`config.mk`:
```
export PLATFORM = sky130hd
export DESIGN_NAME = multicycle_ctrl_flat
export DESIGN_NICKNAME = d
export VERILOG_FILES = /design/src/rtl/multicycle_ctrl_if.sv /design/src/rtl/multicycle_ctrl.sv /design/src/flat_wrapper.sv
export SDC_FILE = /design/constraint.sdc
export NUM_CORES = 1
export LEC_CHECK = 0
export CELL_PAD_IN_SITES_DETAIL_PLACEMENT = 0
export CELL_PAD_IN_SITES_GLOBAL_PLACEMENT = 1
export CORE_MARGIN = 1
export CORE_UTILIZATION = 21
export DETAILED_ROUTE_END_ITERATION = 7
export GPL_TIMING_DRIVEN = 0
export HOLD_SLACK_MARGIN = 0.02
export MAX_ROUTING_LAYER = met4
export PLACE_DENSITY = 0.85
export SYNTH_ARGS = -nofsm -noshare
export SYNTH_HDL_FRONTEND = slang
export SYNTH_SLANG_ARGS = --single-unit
```
`constraint.sdc`:
```
create_clock -name clk -period 1.5 [get_ports clk]
set_input_delay 0.3 -clock clk [delete_from_list [all_inputs] [get_ports clk]]
set_output_delay 0.3 -clock clk [all_outputs]
set_load 0.1 [all_outputs]
```
`src/rtl/multicycle_ctrl_if.sv`:
```
// Memory-port handshake between the multicycle control unit and the unified memory.
// The controller is the master: it raises the request, the memory answers with mem_ready.
interface multicycle_ctrl_if;
  logic mem_req;
  logic MemWrite;
  logic AdrSrc;
  logic mem_ready;

  modport master (output mem_req, output MemWrite, output AdrSrc, input mem_ready);
  modport slave  (input mem_req, input MemWrite, input AdrSrc, output mem_ready);
endinterface

```
`src/rtl/multicycle_ctrl.sv`:
```
// Multicycle RV32I-subset control FSM: one state register sequences every datapath
// strobe and mux select, with a valid/ready request to the shared memory port.
module multicycle_ctrl (
  input  logic              clk,
  input  logic              rst,
  input  logic [31:0]       instr,
  input  logic              zero,
  multicycle_ctrl_if.master mem,
  output logic              IRWrite,
  output logic              PCWrite,
  output logic              RegWrite,
  output logic [1:0]        ALUsrcA,
  output logic [1:0]        ALUsrcB,
  output logic [2:0]        ALUctrl,
  output logic [1:0]        ResultSrc,
  output logic [1:0]        ImmSrc,
  output logic              retire,
  output logic              trap
);

  typedef enum logic [3:0] {
    FETCH, DECODE, MEMADR, MEMREAD, MEMWB, MEMWRITE,
    EXECR, EXECI, ALUWB, BRANCH, JAL, TRAP
  } state_t;

  localparam logic [6:0] OP_LOAD  = 7'b0000011;
  localparam logic [6:0] OP_STORE = 7'b0100011;
  localparam logic [6:0] OP_R     = 7'b0110011;
  localparam logic [6:0] OP_I     = 7'b0010011;
  localparam logic [6:0] OP_BR    = 7'b1100011;
  localparam logic [6:0] OP_JAL   = 7'b1101111;

  localparam logic [2:0] ALU_ADD = 3'b000;
  localparam logic [2:0] ALU_SUB = 3'b001;
  localparam logic [2:0] ALU_AND = 3'b010;
  localparam logic [2:0] ALU_OR  = 3'b011;
  localparam logic [2:0] ALU_SLT = 3'b101;

  state_t     state;
  state_t     decode_next;
  logic [6:0] opcode;
  logic [2:0] funct3;
  logic [6:0] funct7;
  logic       alu_f3_ok;
  logic       r_f7_ok;
  logic [2:0] alu_op;

  assign opcode = instr[6:0];
  assign funct3 = instr[14:12];
  assign funct7 = instr[31:25];

  // Opcode dispatch plus the funct-field legality checks that divert to TRAP.
  always_comb begin
    alu_f3_ok = (funct3 == 3'b000) || (funct3 == 3'b010) ||
                (funct3 == 3'b110) || (funct3 == 3'b111);
    r_f7_ok   = (funct7 == 7'b0000000) ||
                ((funct7 == 7'b0100000) && (funct3 == 3'b000));
    case (opcode)
      OP_LOAD, OP_STORE: decode_next = MEMADR;
      OP_R:              decode_next = (alu_f3_ok && r_f7_ok) ? EXECR : TRAP;
      OP_I:              decode_next = alu_f3_ok ? EXECI : TRAP;
      OP_BR:             decode_next = (funct3[2:1] == 2'b00) ? BRANCH : TRAP;
      OP_JAL:            decode_next = JAL;
      default:           decode_next = TRAP;
    endcase
  end

  always_comb begin
    case (funct3)
      3'b010:  alu_op = ALU_SLT;
      3'b110:  alu_op = ALU_OR;
      3'b111:  alu_op = ALU_AND;
      default: alu_op = ((opcode == OP_R) && instr[30]) ? ALU_SUB : ALU_ADD;
    endcase
  end

  always_ff @(posedge clk or negedge rst) begin
    if (!rst) begin
      state <= FETCH;
    end else begin
      case (state)
        FETCH:    if (mem.mem_ready) state <= DECODE;
        DECODE:   state <= decode_next;
        MEMADR:   state <= (opcode == OP_STORE) ? MEMWRITE : MEMREAD;
        MEMREAD:  if (mem.mem_ready) state <= MEMWB;
        MEMWB:    state <= FETCH;
        MEMWRITE: if (mem.mem_ready) state <= FETCH;
        EXECR:    state <= ALUWB;
        EXECI:    state <= ALUWB;
        ALUWB:    state <= FETCH;
        BRANCH:   state <= FETCH;
        JAL:      state <= ALUWB;
        TRAP:     state <= TRAP;
        default:  state <= FETCH;
      endcase
    end
  end

  // Outputs are gated by reset so they fall asynchronously, even mid-request.
  always_comb begin
    mem.mem_req  = 1'b0;
    mem.MemWrite = 1'b0;
    mem.AdrSrc   = 1'b0;
    IRWrite      = 1'b0;
    PCWrite      = 1'b0;
    RegWrite     = 1'b0;
    ALUsrcA      = 2'b00;
    ALUsrcB      = 2'b00;
    ALUctrl      = ALU_ADD;
    ResultSrc    = 2'b00;
    ImmSrc       = 2'b00;
    retire       = 1'b0;
    trap         = 1'b0;
    if (rst) begin
      case (state)
        FETCH: begin
          mem.mem_req = 1'b1;
          if (mem.mem_ready) begin
            IRWrite   = 1'b1;
            PCWrite   = 1'b1;
            ALUsrcB   = 2'b10;
            ResultSrc = 2'b10;
          end
        end
        DECODE: begin
          ALUsrcA = 2'b01;
          ALUsrcB = 2'b01;
          ImmSrc  = 2'b10;
        end
        MEMADR: begin
          ALUsrcA = 2'b10;
          ALUsrcB = 2'b01;
          ImmSrc  = (opcode == OP_STORE) ? 2'b01 : 2'b00;
        end
        MEMREAD: begin
          mem.mem_req = 1'b1;
          mem.AdrSrc  = 1'b1;
        end
        MEMWB: begin
          ResultSrc = 2'b01;
          RegWrite  = 1'b1;
          retire    = 1'b1;
        end
        MEMWRITE: begin
          mem.mem_req  = 1'b1;
          mem.MemWrite = 1'b1;
          mem.AdrSrc   = 1'b1;
          retire       = mem.mem_ready;
        end
        EXECR: begin
          ALUsrcA = 2'b10;
          ALUctrl = alu_op;
        end
        EXECI: begin
          ALUsrcA = 2'b10;
          ALUsrcB = 2'b01;
          ALUctrl = alu_op;
        end
        ALUWB: begin
          RegWrite = 1'b1;
          retire   = 1'b1;
        end
        BRANCH: begin
          ALUsrcA = 2'b10;
          ALUctrl = ALU_SUB;
          PCWrite = funct3[0] ? !zero : zero;
          retire  = 1'b1;
        end
        JAL: begin
          ALUsrcA = 2'b01;
          ALUsrcB = 2'b10;
          PCWrite = 1'b1;
        end
        TRAP:    trap = 1'b1;
        default: trap = 1'b0;
      endcase
    end
  end

endmodule

```
`src/flat_wrapper.sv`:
```
// flat-port wrapper written by rule: the top's interface ports become plain ports
module multicycle_ctrl_flat 
  (clk, rst, instr, zero, IRWrite, PCWrite, RegWrite, ALUsrcA, ALUsrcB, ALUctrl, ResultSrc, ImmSrc, retire, trap, mem_mem_req, mem_MemWrite, mem_AdrSrc, mem_mem_ready);
  multicycle_ctrl_if mem_i ();
  input  logic clk;
  input  logic rst;
  input  logic [31:0] instr;
  input  logic zero;
  output logic IRWrite;
  output logic PCWrite;
  output logic RegWrite;
  output logic [1:0] ALUsrcA;
  output logic [1:0] ALUsrcB;
  output logic [2:0] ALUctrl;
  output logic [1:0] ResultSrc;
  output logic [1:0] ImmSrc;
  output logic retire;
  output logic trap;
  output wire logic [$bits(mem_i.mem_req)-1:0] mem_mem_req;
  output wire logic [$bits(mem_i.MemWrite)-1:0] mem_MemWrite;
  output wire logic [$bits(mem_i.AdrSrc)-1:0] mem_AdrSrc;
  input wire logic [$bits(mem_i.mem_ready)-1:0] mem_mem_ready;
  assign mem_mem_req = mem_i.mem_req;
  assign mem_MemWrite = mem_i.MemWrite;
  assign mem_AdrSrc = mem_i.AdrSrc;
  assign mem_i.mem_ready = mem_mem_ready;
  multicycle_ctrl u_core (.clk(clk), .rst(rst), .instr(instr), .zero(zero), .mem(mem_i), .IRWrite(IRWrite), .PCWrite(PCWrite), .RegWrite(RegWrite), .ALUsrcA(ALUsrcA), .ALUsrcB(ALUsrcB), .ALUctrl(ALUctrl), .ResultSrc(ResultSrc), .ImmSrc(ImmSrc), .retire(retire), .trap(trap));
endmodule
```
# --- After elaboration in Yosys (flattened, before gate mapping) ---
# Cells that the tools add are included.
totals:
  register_bits: 4
  in_bits: 36
  word_cells: 89
op_classes:
  eq_ne: 24
  mux: 41
  reduce_logical: 23
ops:
  columns: ["cell", "n"]
  rows:
  - ["$pmux 4 s7", 1]
  - ["$eq 7x6->1 const B", 3]
  - ["$mux 4", 5]
  - ["$pmux 4 s5", 1]
  - ["$mux 1", 18]
  - ["$eq 4x3->1 const B", 4]
  - ["$eq 4x4->1 const B", 4]
  - ["$eq 7x7->1 const B", 2]
  - ["$mux 2", 6]
  - ["$pmux 2 s2", 3]
  - ["$reduce_or 3->1", 4]
  - ["$reduce_or 2->1", 5]
  - ["$pmux 3 s3", 1]
  - ["$eq 4x2->1 const B", 2]
  - ["$eq 7x2->1 const B", 1]
  - ["$eq 7x5->1 const B", 1]
  - ["$logic_not 7->1", 1]
  - ["$eq 3x3->1 const B", 2]
  - ["$mux 3", 2]
  - ["$ne 2x2->1 const B", 3]
  - ["$pmux 2 s3", 1]
  - ["$pmux 3 s2", 1]
  - ["$eq 4x1->1 const B", 1]
  - ["$logic_not 4->1", 1]
  - ["10 further kinds", 15]

# --- Logic depth before layout (Yosys ltp) ---
# Gate-level depths: netlist (run 1).
logic_depth:
  depth_word: 8
  depth_mapped: 5

# --- Least setup slack after synthesis (run 1) ---
# No wires, ideal clock.
synth_timing:
  path_kind: "register -> output"
  start: "register u_core.state[3]"
  end: "output ALUctrl[2]"
  arrival_time_ps: 3695
  path_slack_ps: -2495
  stages_incl_launch_ff: 4
  path_cell_list: "dfrtp_1 -> buf_4 -> nand3b_1 -> nor4_1"
synth_between:
  elab_chain_len: 4
synth_lines:
  columns: ["element", "line", "text"]
  rows:
  - ["start, declared", "multicycle_ctrl.sv:39", "state_t state;"]
  - ["start signal, assigned", "multicycle_ctrl.sv:83", "DECODE: state <= decode_next;"]
  - ["start signal, assigned", "multicycle_ctrl.sv:84", "MEMADR: state <= (opcode == OP_STORE) ? MEMWRITE : MEMREAD;"]
  - ["$eq 4x3->1", "multicycle_ctrl.sv:115", "case (state)"]
  - ["$reduce_or 2->1 (no line)", null, null]
  - ["$pmux 3 s2 *", "multicycle_ctrl.sv:115", null]
  - ["$mux 3 *", "multicycle_ctrl.sv:114", "if (rst) begin"]
  - ["end, declared", "flat_wrapper.sv:14", "output logic [2:0] ALUctrl;"]
# Mark *: on every way between the ends. The rest lies on a longest branch, timed or not.

# --- Worst setup path after layout (run 1) ---
layout_timing:
  start: "register u_core.state[3]"
  end: "output ALUctrl[0]"
# The elaborated chain is that of the path after synthesis.

==> summary.txt, run 1 <==
Critical path
  – Worst-path fanout max: 5
  – Crit path DAT: 1.65 ns
  – Worst Setup End Kind: output pin
  – Req. time, crit path: 1.20 ns
  – Setup crit start kind: register
  – Setup Crit Path Kind: reg -> out

Yosys
  – Main synth FF type: dfrtp_1
  – Mapped Nets: 146
  – Sequential fraction of the synthesis area: 13.63%
  – Synth top area cells: dfrtp_1 (14%), nor3_1 (6.1%), nor2_1 (6.1%)
  – Synthesized area: 734.5 µm²
  – FFs w/ async S/R, synth: 100.0%
  – Top-count cell post-synth: nor2_1
  – Ys Warns: 0
  – Post-synth EDFFs: 0
  – Top cells by count, synth: nor2_1 (12), nand2_1 (11), nor3_1 (9), nand2b_1 (6)
  – Yosys top cell area share: 13.63%
  – Seq cells post-synth: 4
  – Mapped Avg Cell Area: 6.677 µm²
  – Synth unique cells: 42
  – Post-Synthesis Cells: 110
  – Cell taking the most area after synthesis: dfrtp_1

Cells and area
  – Final Cell Area: 2145 µm²
  – Share of layout cells above drive strength 1: 64.97%
  – Top reg by flops: u_core.state
  – Total Nets Final: 215
  – Area grow syn2layout: 192.0%
  – Fillers: 269
  – N_diodes: 0
  – Register area: 100.1 µm²
  – Biggest regs: u_core.state: 4 flops
  – Multi-input gate area: 1031 µm²
  – Max FFs per register: 4

Status
  – Failing checks: setup timing
  – Outcome: finished, violations left

Route
  – Via Count: 1,112
  – Antenna viol nets, final: 0
  – Avg Vias per Cell: 4.987
  – DRT Pass-1 Iters: 4
  – # DRC: 0
  – Iteration-0 DRC count of the detailed router: 24
  – Mean routed wirelength per cell: 15.90 µm
  – Final wirelength: 3546 µm

Min path
  – Hold Path Class: in -> async

Timing
  – RSZ-0062 raised after global routing: true
  – Hold slack: 0.03948 ns
  – Worst setup margin: -0.4517 ns
  – Final period util: 130.1%
  – Max transition margin: 73.31%
  – Peak Freq: 512.4 MHz
  – Final setup vio count: 19
  – Tightest Pin Transition: 0.3997 ns
  – Crit path time final: 1.952 ns
  – Final hold vios: 0
  – Worst Skew: 0.0007533 ns
  – Fin. max-slew vios: 0

Clock network
  – CTS hold repair buffers: 0
  – H-tree levels: 1
  – Clk sink count: 4
  – Clk_lat worst skew: 0.23 ns
  – Clock-pin slew on the worst setup and hold paths: 0.04 ns
  – CTS Buf Count: 3
  – CTS tree: built
  – Clk buf depth: 2
  – Root Buffer: clkbuf_4

Placed design
  – # port buffers: 39
  – Area after DPL: 1419 µm²
  – DPL Wire Length: 1989 µm
  – Gp weighted congestion: 0.8074

Die
  – Starting Density: 22.01%
  – Die Footprint: 3738 µm²
  – Core ar.: 3337 µm²
  – Number of placed I/O pins: 55
  – Die Y: 61.14 µm
  – Die X-Extent: 61.14 µm
  – Std cell rows: 21

Pwr
  – P_leak: 0.8550 nW
  – Power per cell area: 1945 nW/µm²
  – Design Power: 4.170 mW
  – Net Sw Frac: 52.46%
  – Logic pwr share: 91.9%
  – Switching Power: 2.188 mW
  – Internal: 1.982 mW
  – Worst VDD drop: 585.1 µV
  – Flop pwr share: 4.9%
  – Clk pwr share: 3.2%

Global route
  – Global Route Usage Sum: 19.31%
  – Initial antenna violation count: 0
  – Number of global-route vias before repair: 1,081
  – First-pass GRT wire length: 5223 µm
  – Remaining global-route overflow: 0
  – Largest net degree at the start of global routing: 11

Job
  – MaxCap Viol Count: 0
[worst max-delay path, stage by stage, from the launching register on]
cell	delay, ns
dfrtp_1	0.41
buf_6	0.15
nand3b_1	0.16
buf_6	0.15
buf_6	0.11
o31ai_4	0.21
buf_12	0.21
[cell type report]
cell class                      count  share of cell area, %
Inverter                            3                 0.5251
Multi-Input combinational cell     96                  48.07
Timing Repair Buffer               64                  38.16
Sequential cell                     4                  4.667
Tap cell                           46                  2.684
Buffer                              7                  4.842
Clock buffer                        3                  1.050
[through the flow]
step                      setup TNS (ns)  worst slack (ns)  instances  utilization, %
after floorplan                   -5.529           -0.8825        110               -
after global placement            -32.31            -1.876        195           42.52
after detailed placement          -32.27            -1.866        195           42.52
after CTS                         -6.211           -0.5173        217           58.57
after global routing              -7.780           -0.5215        223           64.27
final                             -6.655           -0.4517        223           64.27
[placed cells by master (no fill, tap or decap), types with 2 or more instances in the layout]
cell and count:
a21oi_2 2, a21oi_4 2, and3_4 5, and4_4 2, buf_12 19, buf_4 11
buf_6 17, clkbuf_4 3, clkbuf_8 2, clkdlybuf4s50_1 8, dfrtp_1 4, dlygate4sd2_1 8
dlymetal6s2s_1 4, inv_2 2, nand2_1 8, nand2_2 3, nand2b_1 3, nand2b_4 2
nand3_1 2, nand3b_1 2, nor2_1 3, nor2_4 8, nor2b_1 2, nor3_2 3
nor3_4 6, nor3b_1 2, nor3b_4 3, nor4_4 2, o21a_4 2
[timing repair]
item / 4_1_cts / 5_1_grt
gates cloned: 1 / 0
endpoints found under the setup margin: 23 / 22
buffers inserted: 18 / 6
pin swaps: 13 / 16
resized for setup: 220 / 29
[cells by family after synthesis]
family,synth area share (%)
AOI/OAI and AO/OA,22.32
xor gates and xnor gates,3.578
buffers and inverters,7.155
DFF,13.63
and+or+nand+nor,53.32
[power groups by stage]
| stage | combinational [mW] | sequential, mW | clock [mW] |
|---|---|---|---|
| final | 3.83 | 0.205 | 0.133 |
| after global placement | 2.42 | 0.213 | 0 |
| after floorplan | 2.00 | 0.203 | 0 |
| after CTS | 3.35 | 0.203 | 0.137 |
| after detailed placement | 2.43 | 0.217 | 0 |
| after global routing | 4.01 | 0.208 | 0.151 |
[metal layers]
| metal | track usage (%) | routed length, µm |
|---|---|---|
| met1 | 23.73 | 1392 |
| met2 | 34.94 | 2049 |
| met3 | 0.6303 | 66 |
| met4 | 4.221 | 37 |
| met5 | - | 0 |
[final timing paths]
path / endpoint / depth (start not counted) / slack (ns) / start
max: ALUctrl[0] / 6 / -0.45 / u_core.state[3]$_DFFE_PN0P_
min: u_core.state[2]$_DFFE_PN0P_ / 1 / 0.04 / rst
max reg2reg: u_core.state[0]$_DFFE_PN0P_ / 5 / 0.05 / u_core.state[0]$_DFFE_PN0P_
min reg2reg: u_core.state[1]$_DFFE_PN0P_ / 2 / 0.77 / u_core.state[2]$_DFFE_PN0P_
max in group asynchronous: u_core.state[3]$_DFFE_PN0P_ / 1 / 1.25 / rst
min in group clk: u_core.state[2]$_DFFE_PN0P_ / 2 / 0.49 / instr[4]
Note: power is estimated with default switching activity, not from simulation.
==> run 2: changes to the inputs <==
CORE_ASPECT_RATIO = 1.2   (was default)
clock period = 1.8 ns   (was 1.5 ns; I/O delays follow)
==> run 2 against run 1 <==
The flow still finishes with violations (setup timing). Non-clock buffer count rose by 2. Clock-buffer cell count unchanged. Clock power up 41%. Critical endpoint unchanged. Power shrank 19%. Utilization down 3.2 points. Largest cell class unchanged.
==> summary.txt, run 2 (synthesized netlist as in run 1, its figures left out) <==
Pwr
  – Logic pwr share: 88.7%
  – Internal: 1.616 mW
  – Power per cell area: 1664 nW/µm²
  – Clk pwr share: 5.5%
  – Net Sw Frac: 52.37%
  – Switching Power: 1.777 mW
  – P_leak: 0.8219 nW
  – Worst VDD drop: 1499 µV
  – Flop pwr share: 5.7%

Timing
  – RSZ-0062 raised after global routing: true
  – Final setup vio count: 15
  – Worst setup margin: -0.1962 ns
  – Tightest Pin Transition: 0.3587 ns
  – Hold slack: 0.05712 ns
  – Final period util: 110.9%
  – Final hold vios: 0
  – Fin. max-slew vios: 0
  – Crit path time final: 1.996 ns
  – Worst Skew: 0.001322 ns
  – Max transition margin: 75.83%
  – Peak Freq: 500.9 MHz

Clock network
  – Clk sink count: 4
  – CTS hold repair buffers: 0
  – H-tree levels: 1
  – Root Buffer: clkbuf_8
  – CTS tree: built
  – Clk buf depth: 2
  – Clk_lat worst skew: 0.22 ns
  – Clock-pin slew on the worst setup and hold paths: 0.03 ns
  – CTS Buf Count: 3

Route
  – Mean routed wirelength per cell: 17.01 µm
  – Avg Vias per Cell: 5.417
  – Met1 wire length: 1345 µm
  – Antenna viol nets, final: 0
  – DRT Pass-1 Iters: 4
  – Via Count: 1,170
  – Iteration-0 DRC count of the detailed router: 26
  – Met3 wire length: 123 µm
  – # DRC: 0
  – Top Layer Used: met4
  – Final wirelength: 3674 µm
  – Met2 wire len: 2142 µm

Die
  – Number of placed I/O pins: 55
  – Die Footprint: 3739 µm²
  – Die Y: 66.79 µm
  – Die X-Extent: 55.99 µm
  – Core ar.: 3338 µm²
  – Starting Density: 22.00%
  – Std cell rows: 23

Cells and area
  – Max FFs per register: 4
  – Finished Layout Cells: 216
  – Fillers: 245
  – Most frequent cells in the layout: buf_12 (19), buf_4 (18), buf_6 (11)
  – Total Nets Final: 217
  – Biggest regs: u_core.state: 4 flops
  – Area grow syn2layout: 177.5%
  – Share of layout cells above drive strength 1: 63.69%
  – N_diodes: 0
  – Commonest non-fill, non-tap cell in the layout: buf_12
  – Top reg by flops: u_core.state
  – Final Cell Area: 2038 µm²

Critical path
  – Crit-path cells: buf_6 > nand3b_1 > buf_6 > nor3_4 > a31oi_4 > o31ai_4 > buf_12
  – Req. time, crit path: 1.44 ns
  – Setup Crit Path Kind: reg -> out
  – Most common cell on crit path: buf_6
  – Slowest CP cell: dfrtp_1
  – Setup crit start kind: register
  – Crit path DAT: 1.64 ns
  – Worst-path fanout max: 8
  – Slowest cell delay on critical path: 0.41 ns
  – Worst Setup End Kind: output pin

Global route
  – Largest net degree at the start of global routing: 11
  – Number of global-route vias before repair: 1,147
  – First-pass GRT wire length: 5313 µm
  – Global Route Usage Sum: 18.42%
  – Remaining global-route overflow: 0
  – Initial antenna violation count: 0

Job
  – MaxCap Viol Count: 0

Status
  – Outcome: finished, violations left
  – Failing checks: setup timing

Placed design
  – Gp weighted congestion: 0.9144
  – Area after DPL: 1331 µm²
  – # port buffers: 39
  – Cell total after placement: 186
  – DPL Wire Length: 1974 µm

Min path
  – Hold Path Class: in -> async
-- run 2: cell types whose count changed in the layout (fill, tap and decap cells not counted), moves of 3 or more --
cell and change:
nor2_4 -3, buf_4 +7, buf_6 -6, dlymetal6s2s_1 -4, nor3_2 -3, buf_2 +3
-- run 2: critical path, delay by kind of cell, from the launching register on --
| family | cells | cell delay (ns) |
|---|---|---|
| AOI/OAI and AO/OA | 2 | 0.15 |
| buffers and inverters | 3 | 0.53 |
| and+or+nand+nor | 2 | 0.32 |
| DFF | 1 | 0.41 |
-- run 2: worst paths after layout --
path	startpoint	endpoint	slack [ns]	depth (start not counted)
setup reg to reg	u_core.state[0]$_DFFE_PN0P_	u_core.state[0]$_DFFE_PN0P_	0.19	6
setup / recovery	u_core.state[3]$_DFFE_PN0P_	ALUctrl[0]	-0.20	7
min in group clk	instr[2]	u_core.state[1]$_DFFE_PN0P_	0.62	4
max in group asynchronous	rst	u_core.state[2]$_DFFE_PN0P_	1.58	1
hold reg to reg	u_core.state[2]$_DFFE_PN0P_	u_core.state[3]$_DFFE_PN0P_	0.73	3
hold / removal	rst	u_core.state[3]$_DFFE_PN0P_	0.06	1
-- run 2: cell type report --
class	count	area [µm²]	area share (%)
Timing Repair Buffer	66	790.8	38.80
Clock buffer	3	41.29	2.026
Buffer	7	97.59	4.788
Multi-Input combinational cell	96	945.9	46.41
Inverter	3	13.76	0.6753
Sequential cell	4	102.6	5.034
Tap cell	37	46.29	2.271
-- run 2: routing by layer --
metal	up-vias	GRT usage [%]
li1	547	-
met1	566	18.90
met4	0	5.488
met5	-	-
met3	11	2.718
met2	46	36.16
-- run 2: timing repair --
item	CTS	global route
pin swaps	17	9
setup endpoints to repair	19	19
gates cloned	2	1
resized for setup	222	30
setup buffers	17	7
-- run 2: power by group through the flow --
stage | Sequential, mW | Combinational, mW | Clock (mW)
finish | 0.195 | 3.01 | 0.188
global route | 0.202 | 3.13 | 0.199
CTS | 0.182 | 2.58 | 0.191
detailed placement | 0.176 | 1.88 | 0
global placement | 0.174 | 1.86 | 0
floorplan | 0.167 | 1.52 | 0
-- run 2: per-stage QoR --
step / utilization [%] / TNS, ns / setup slack [ns] / power [mW]
after global routing: 61.06 / -2.662 / -0.2670 / 3.529
after detailed placement: 39.88 / -26.03 / -1.600 / 2.054
after global placement: 39.88 / -26.29 / -1.612 / 2.037
after CTS: 55.17 / -1.163 / -0.1638 / 2.950
final: 61.06 / -1.775 / -0.1962 / 3.392
after floorplan: - / -2.737 / -0.6425 / 1.684
